**config.mk**
```make
export PLATFORM = sky130hd
export DESIGN_NAME = packet_scheduler
export DESIGN_NICKNAME = d
export VERILOG_FILES = /design/src/rtl/packet_scheduler.sv
export SDC_FILE = /design/constraint.sdc
export NUM_CORES = 1
export LEC_CHECK = 0
export BUFFER_PORTS_ARGS = -buffer_cell sky130_fd_sc_hd__buf_2
export CAP_MARGIN = 10
export CORE_MARGIN = 4
export CORE_UTILIZATION = 55
export DETAILED_ROUTE_END_ITERATION = 10
export GPL_TIMING_DRIVEN = 0
export PLACE_DENSITY = 0.77
export SLEW_MARGIN = 40
export SYNTH_ARGS = -nofsm -noshare
export SYNTH_HDL_FRONTEND = slang
export SYNTH_SLANG_ARGS = --single-unit
```
**constraint.sdc**
```tcl
create_clock -name ref_clk -period 3.25 [get_ports ref_clk]
set_input_delay 0.1625 -clock ref_clk [delete_from_list [all_inputs] [get_ports ref_clk]]
set_output_delay 0.1625 -clock ref_clk [all_outputs]
set_load 0.01 [all_outputs]
```
**src/rtl/packet_scheduler.sv**
```systemverilog
// Fan packet scheduler: accepts one fan command, then starts the packet generator
// REPEATS times with an idle gap between packets, and pulses done after the last one.
module packet_scheduler #(
    parameter int ID_WIDTH    = 4,
    parameter int CMD_WIDTH   = 7,
    parameter int PKT_CYCLES  = 71604,
    parameter int GAP_CYCLES  = 18360,
    parameter int REPEATS     = 4,
    parameter int TIMER_WIDTH = 18,
    parameter int REP_WIDTH   = 4
) (
    input  logic                 ref_clk,
    input  logic                 reset_n,
    input  logic                 cmd_valid,
    input  logic [ID_WIDTH-1:0]  cmd_id,
    input  logic [CMD_WIDTH-1:0] cmd_code,
    output logic                 cmd_ready,
    input  logic                 abort,
    output logic [ID_WIDTH-1:0]  pkt_id,
    output logic [CMD_WIDTH-1:0] pkt_cmd,
    output logic                 pkt_start,
    output logic                 pkt_reset,
    output logic                 tx_active,
    output logic                 done,
    output logic [1:0]           fsm_state
);

    typedef enum logic [1:0] {
        IDLE  = 2'd0,
        START = 2'd1,
        SEND  = 2'd2,
        GAP   = 2'd3
    } state_t;

    localparam logic [TIMER_WIDTH-1:0] PKT_LOAD  = TIMER_WIDTH'(PKT_CYCLES - 1);
    localparam logic [TIMER_WIDTH-1:0] GAP_LOAD  = TIMER_WIDTH'(GAP_CYCLES - 1);
    localparam logic [TIMER_WIDTH-1:0] TIMER_ONE = TIMER_WIDTH'(1);
    localparam logic [REP_WIDTH-1:0]   REP_LOAD  = REP_WIDTH'(REPEATS - 1);
    localparam logic [REP_WIDTH-1:0]   REP_ONE   = REP_WIDTH'(1);

    state_t                 state;
    logic [TIMER_WIDTH-1:0] timer;
    logic [REP_WIDTH-1:0]   rep_cnt;

    // Handshake: a command is taken on a rising edge where cmd_valid and cmd_ready are
    // both high and abort is low. cmd_ready depends only on state, never on cmd_valid,
    // so a requester may hold cmd_valid high across a busy period without side effects.
    assign cmd_ready = (state == IDLE);
    assign fsm_state = state;

    always_ff @(posedge ref_clk or negedge reset_n) begin
        if (!reset_n) begin
            state     <= IDLE;
            timer     <= '0;
            rep_cnt   <= '0;
            pkt_id    <= '0;
            pkt_cmd   <= '0;
            pkt_start <= 1'b0;
            pkt_reset <= 1'b0;
            tx_active <= 1'b0;
            done      <= 1'b0;
        end else begin
            pkt_start <= 1'b0;
            pkt_reset <= 1'b0;
            done      <= 1'b0;
            if (abort && state != IDLE) begin
                // Abort also wins over a GAP->START transition, so no start pulse leaks out.
                state     <= IDLE;
                timer     <= '0;
                rep_cnt   <= '0;
                pkt_reset <= 1'b1;
                tx_active <= 1'b0;
            end else begin
                case (state)
                    IDLE: begin
                        if (cmd_valid && !abort) begin
                            pkt_id    <= cmd_id;
                            pkt_cmd   <= cmd_code;
                            rep_cnt   <= REP_LOAD;
                            state     <= START;
                            pkt_start <= 1'b1;
                            tx_active <= 1'b1;
                        end
                    end
                    START: begin
                        timer <= PKT_LOAD;
                        state <= SEND;
                    end
                    SEND: begin
                        if (timer == '0) begin
                            if (rep_cnt != '0) begin
                                rep_cnt <= rep_cnt - REP_ONE;
                                timer   <= GAP_LOAD;
                                state   <= GAP;
                            end else begin
                                done      <= 1'b1;
                                tx_active <= 1'b0;
                                state     <= IDLE;
                            end
                        end else begin
                            timer <= timer - TIMER_ONE;
                        end
                    end
                    GAP: begin
                        if (timer == '0) begin
                            pkt_start <= 1'b1;
                            state     <= START;
                        end else begin
                            timer <= timer - TIMER_ONE;
                        end
                    end
                    default: state <= IDLE;
                endcase
            end
        end
    end

endmodule

```
# After elaboration in Yosys (flattened, before gate mapping)
# Cells that the tools add are included.
totals:
  register_bits: 39
  in_bits: 15
  word_cells: 66
classes:
  addsub: 2
  eq_ne: 10
  mux: 30
  n_bitwise: 1
  n_reduce_logical: 14
ops:
  columns: ["cell", "count"]
  rows:
  - ["18-bit two-way mux", 4]
  - ["18-bit case mux with 3 select lines", 1]
  - ["18-bit zero test", 1]
  - ["18-bit by 1-bit subtractor with 18-bit output, second input constant", 1]
  - ["4-bit two-way mux", 4]
  - ["3-bit != test, second input constant", 5]
  - ["1-bit two-way mux", 12]
  - ["2-bit two-way mux", 5]
  - ["3-bit AND reduction", 3]
  - ["2-bit case mux with 4 select lines", 1]
  - ["4-bit case mux with 2 select lines", 1]
  - ["4-bit AND reduction", 2]
  - ["4-bit nonzero test", 2]
  - ["2-bit == test, second input constant", 2]
  - ["4-bit != test, second input constant", 1]
  - ["1-bit case mux with 2 select lines", 2]
  - ["4-bit by 1-bit subtractor with 4-bit output, second input constant", 1]
  - ["3-bit by 1-bit != test with 1-bit output, second input constant", 1]
  - ["3-bit nonzero test", 1]
  - ["2-bit by 1-bit == test with 1-bit output, second input constant", 1]
  - ["1-bit logical AND", 2]
  - ["2-bit zero test", 1]
  - ["2-bit nonzero test", 1]
  - ["1-bit zero test", 1]
  - ["1-bit NOT", 1]

# Longest topological paths before layout
logic_depth:
  word_depth: 5
  mapped_depth: 9
  depth_no_buf: 8

# Least setup slack after synthesis
# No wires, ideal clock.
synth_path:
  path_kind: "reg2reg"
  start: "register timer[0]"
  end: "register timer[10]"
  setup_ps: 121
  arrival_time_ps: 2519
  t_required_ps: 3129
  path_slack_ps: 609
  path_stages_with_launch: 9
  path_buffers: 1
  period_less_slack_ps: 2641
  path_cell_list: "dfrtp_1 -> inv_1 -> ha_1 -> or4b_1 -> buf_2 -> or4_4 -> o41ai_4 -> o21ba_1 -> o22a_1"
synth_via:
  elab_chain_cells: 4
  word_cells_on_any_way: 9
  classes_between: "add/sub: 1; eq/ne: 2; mux: 4; reduce/logical: 2"
synth_lines:
  columns: ["item", "line_no", "source"]
  rows:
  - ["start: declaration", "42", "logic [TIMER_WIDTH-1:0] timer;"]
  - ["start signal: assignment", "101", "timer <= timer - TIMER_ONE;"]
  - ["start signal: assignment", "109", "timer <= timer - TIMER_ONE;"]
  - ["18-bit by 1-bit subtractor with 18-bit output / 18-bit zero test (equally long branches)", null, null]
  - ["18-bit two-way mux, on equally long branches", "105, 90", null]
  - ["18-bit case mux with 3 select lines", "74", "case (state)"]
  - ["18-bit two-way mux", "66", "if (abort && state != IDLE) begin"]
# Parallel ways exist; a longest one is shown, timed or not. The select of a mux whose other input is x is not followed.
# A chain may end at the register's enable or synchronous reset.

# Worst setup path in the final report
layout_path:
  start: "register timer[0]"
  end: "register timer[2]"
# Same word-level chain as after synthesis.

==> results.md <==
- Run status: finished clean
- CP max-delay cell: o41ai_4
- Fin Clk Skew: 0.0126 ns
- Slew Viols, Final: 0
- Final Cycle Share: 0.890
- Layout cells sized above 1: 0.268
- Post-route minimum period: 2.89 ns
- Pin count of the biggest net entering global routing: 40
- Relative slew slack: 0.512
- Seq/Total Area, Yosys: 0.433
- Post-synth top area share: 0.433
- Die X: 72.0 µm
- Reg clk slew, reported paths: 0.08 ns
- GP Congestion: 0.910
- Number of global-route vias before repair: 1817
- Crit path largest cell delay: 0.57 ns
- GRT overflow: 0
- RSZ-0062 raised after global routing: false
- Most common cell in the netlist: dfrtp_1
- Fillers: 344
- Synthesized netlist cell count: 224
- Routed wire length per instance: 16.2 µm
- Final setup viols: 0
- Sink Count: 39
- Final Total Pwr: 0.00228 W
- Post-CTS setup buffer count: 0
- # rows: 23
- Detailed Place HPWL: 3.65 mm
- I/O Buffers: 32
- Synth-to-layout area growth: 14.4%
- Worst Path Arrival: 3.11 ns
- Sw frac: 0.418
- Finished Layout Cells: 315
- Nets: 287
- Startpoint types: flip-flop
- HP Class: in2reg
- CTS H-tree depth: 2
- Post-synthesis adder-cell area fraction: 0.0444
- Setup crit end kind: flip-flop
- Buf/Inv on CP: 3
- Post-CTS sizing: 0
- Global-route wire length before repair: 8.60 mm
- Die Y: 72.0 µm
- Top cells by count, synth: dfrtp_1, inv_1, mux2_2
- Largest area contributor in the netlist: dfrtp_1
- Fin. Hold Viols: 0
- Max Cap Viol: 0
- YS warnings: 0
- Post-synthesis simple-gate area fraction: 0.167
- CTS Buf Count: 5
- Vias per inst: 6.07
- Max Buffers Root-to-Sink: 2
- Required @ worst endpoint: 3.47 ns
- IO Count: 33
- Post-synth EDFFs: 0
- Initial Utilization: 0.568
- Final Routed Wirelength: 5.09 mm
- Initial antenna violation count: 0
- Xor/xnor cell area share of the yosys netlist: 0
- Syn avg cell area: 10.1 µm²
- Clock power share: 0.146
- DR DRC count: 0
- DR pass1 iterations: 4
- Critical path class: reg2reg
- Library cells used by synthesis: 49
- Slew @ Worst Pin: 0.725 ns
- Synth Register Bits: 39
- Post-synthesis compound-gate area fraction: 0.211
- Initial DRC Count: 223
- Fmax: 346 MHz
- Post-synth top flop: dfrtp_1
- ANT nets after route: 0
- Psw: 0.000952 W
- Setup TNS: 0 ns
- Tot GR Track Use: 0.211
- Comb pwr share: 0.503
- Worst Path Max Fanout: 10
- Crit-path cells: inv_1 -> ha_1 -> or4b_1 -> buf_2 -> or4_4 -> o41ai_4 -> buf_6 -> a31oi_1 -> o22ai_2
- Die area: 5190 µm²
- Critical path's top delay family: simple AND/OR/NAND/NOR gates
- Post-Syn Nets: 247
- Flop pwr share: 0.351
- Clk root buf: clkbuf_8
- Worst-Skew Late Latency: 0.30 ns
- Power Dens Cells: 884 nW/µm²
- Async S/R FF share, synth: 1.00
- Diodes inserted: 0
- Netlist Area Pre-Place: 2250 µm²
- Core area: 3970 µm²
- Static leakage: 1.17 nW
- Power Internal: 0.00133 W
- Synth area leaders: dfrtp_1, mux2_2, ha_1, inv_1, a31oi_1
- Placed cells: 306
- Multiplexer share of the synthesized area: 0.0788
- CTS tree: built
- Largest family of logic cells by synthesized area: compound AO/OA/AOI/OAI gates
- DR vias: 1913
- Max VDD drop: 0.446 mV
==> layout make-up <==
| cell class | instances | area (µm²) | share of cell area |
|---|---|---|---|
| Inverter | 18 | 67.6 | 0.0262 |
| Multi-Input combinational cell | 159 | 1130 | 0.438 |
| Sequential cell | 39 | 976 | 0.378 |
| Clock buffer | 5 | 68.8 | 0.0267 |
| Tap cell | 50 | 62.6 | 0.0243 |
| Buffer | 8 | 81.3 | 0.0315 |
| Timing Repair Buffer | 33 | 173 | 0.0670 |
| Clock inverter | 3 | 20.0 | 0.00776 |
==> layer usage <==
| layer | vias up | track usage | part of all wire |
|---|---|---|---|
| met1 | 921 | 0.305 | 0.46 |
| met5 | - | 0 | 0 |
| met3 | 7 | 0.0429 | 0.058 |
| met2 | 74 | 0.307 | 0.47 |
| met4 | 0 | 0.0919 | 0.012 |
| li1 | 911 | - | - |
==> worst paths after layout <==
kind	from	to	slack, ns	cells after the start
max	timer[0]	timer[2]	0.36	9
min	cmd_id[1]	pkt_id[1]	0.09	2
max reg2reg	timer[0]	timer[2]	0.36	9
min reg2reg	pkt_id[3]	pkt_id[3]	0.50	1
max in group asynchronous	reset_n	timer[8]	2.56	2
min in group asynchronous	reset_n	done	0.36	2
==> cells in the final DEF (no fill, tap or decap), types with 2 or more instances in the layout <==
cell type / instances
mux2_2: 14
nand3_1: 9
or3_1: 6
nand2_1: 13
mux2i_1: 2
or4_1: 3
o311ai_0: 3
and3_1: 3
clkinvlp_4: 2
o31ai_1: 2
o21ai_0: 12
nor3_1: 9
a31oi_1: 10
clkbuf_8: 7
o21bai_1: 2
nor2_1: 9
buf_6: 2
or2_2: 3
buf_2: 32
o22ai_2: 2
or4_4: 2
a21o_1: 6
ha_1: 8
a22o_1: 3
dfrtp_1: 39
nand2b_1: 3
inv_1: 18
o22a_1: 2
nor4_1: 4
a21oi_1: 12
==> state kept, by name (all words and copies together), names as in the netlist, 2 cells and up <==
| name | cells |
|---|---|
| fsm_state | 2 |
| timer | 18 |
| pkt_cmd | 7 |
| pkt_id | 4 |
| rep_cnt | 4 |
==> worst register-to-register path, delay by kind of cell (launching register included) <==
family / cells / cell delay (ns)
flip-flops: 1 / 0.40
AND/OR/NAND/NOR: 2 / 0.97
adder cells (fa/ha/maj): 1 / 0.20
buffers and inverters: 3 / 0.47
AO/OA/AOI/OAI: 3 / 0.77
==> kinds of logic after synthesis <==
group                      Yosys count
DFF                                 39
muxes                               16
adders and majority gates            8
buffers and inverters               26
and+or+nand+nor                     69
AOI/OAI and AO/OA                   66
==> stage by stage <==
step	hold WS, ns	area [µm²]	utilization	worst slack [ns]
after floorplan	-0.133	2250	-	0.609
after global placement	0.314	2480	0.624	0.367
after detailed placement	0.161	2480	0.624	0.360
after CTS	0.0835	2580	0.649	0.360
after global routing	0.0812	2580	0.649	0.184
final	0.0868	2580	0.649	0.359
==> power by group through the flow <==
stage	logic (W)	registers [W]	clock network [W]
2_1_floorplan	0.000791	0.000827	0
3_3_place_gp	0.00112	0.000798	0
3_5_place_dp	0.00113	0.000809	0
4_1_cts	0.00114	0.000800	0.000340
5_1_grt	0.00127	0.000826	0.000355
6_report	0.00115	0.000800	0.000334
==> repair_timing <==
| action | CTS | global route |
|---|---|---|
| hold buffers | 1 | 0 |
| hold endpoints to repair | 39 | 0 |
| setup endpoints to repair | 0 | 0 |
Note: power is estimated with default switching activity, not from simulation.
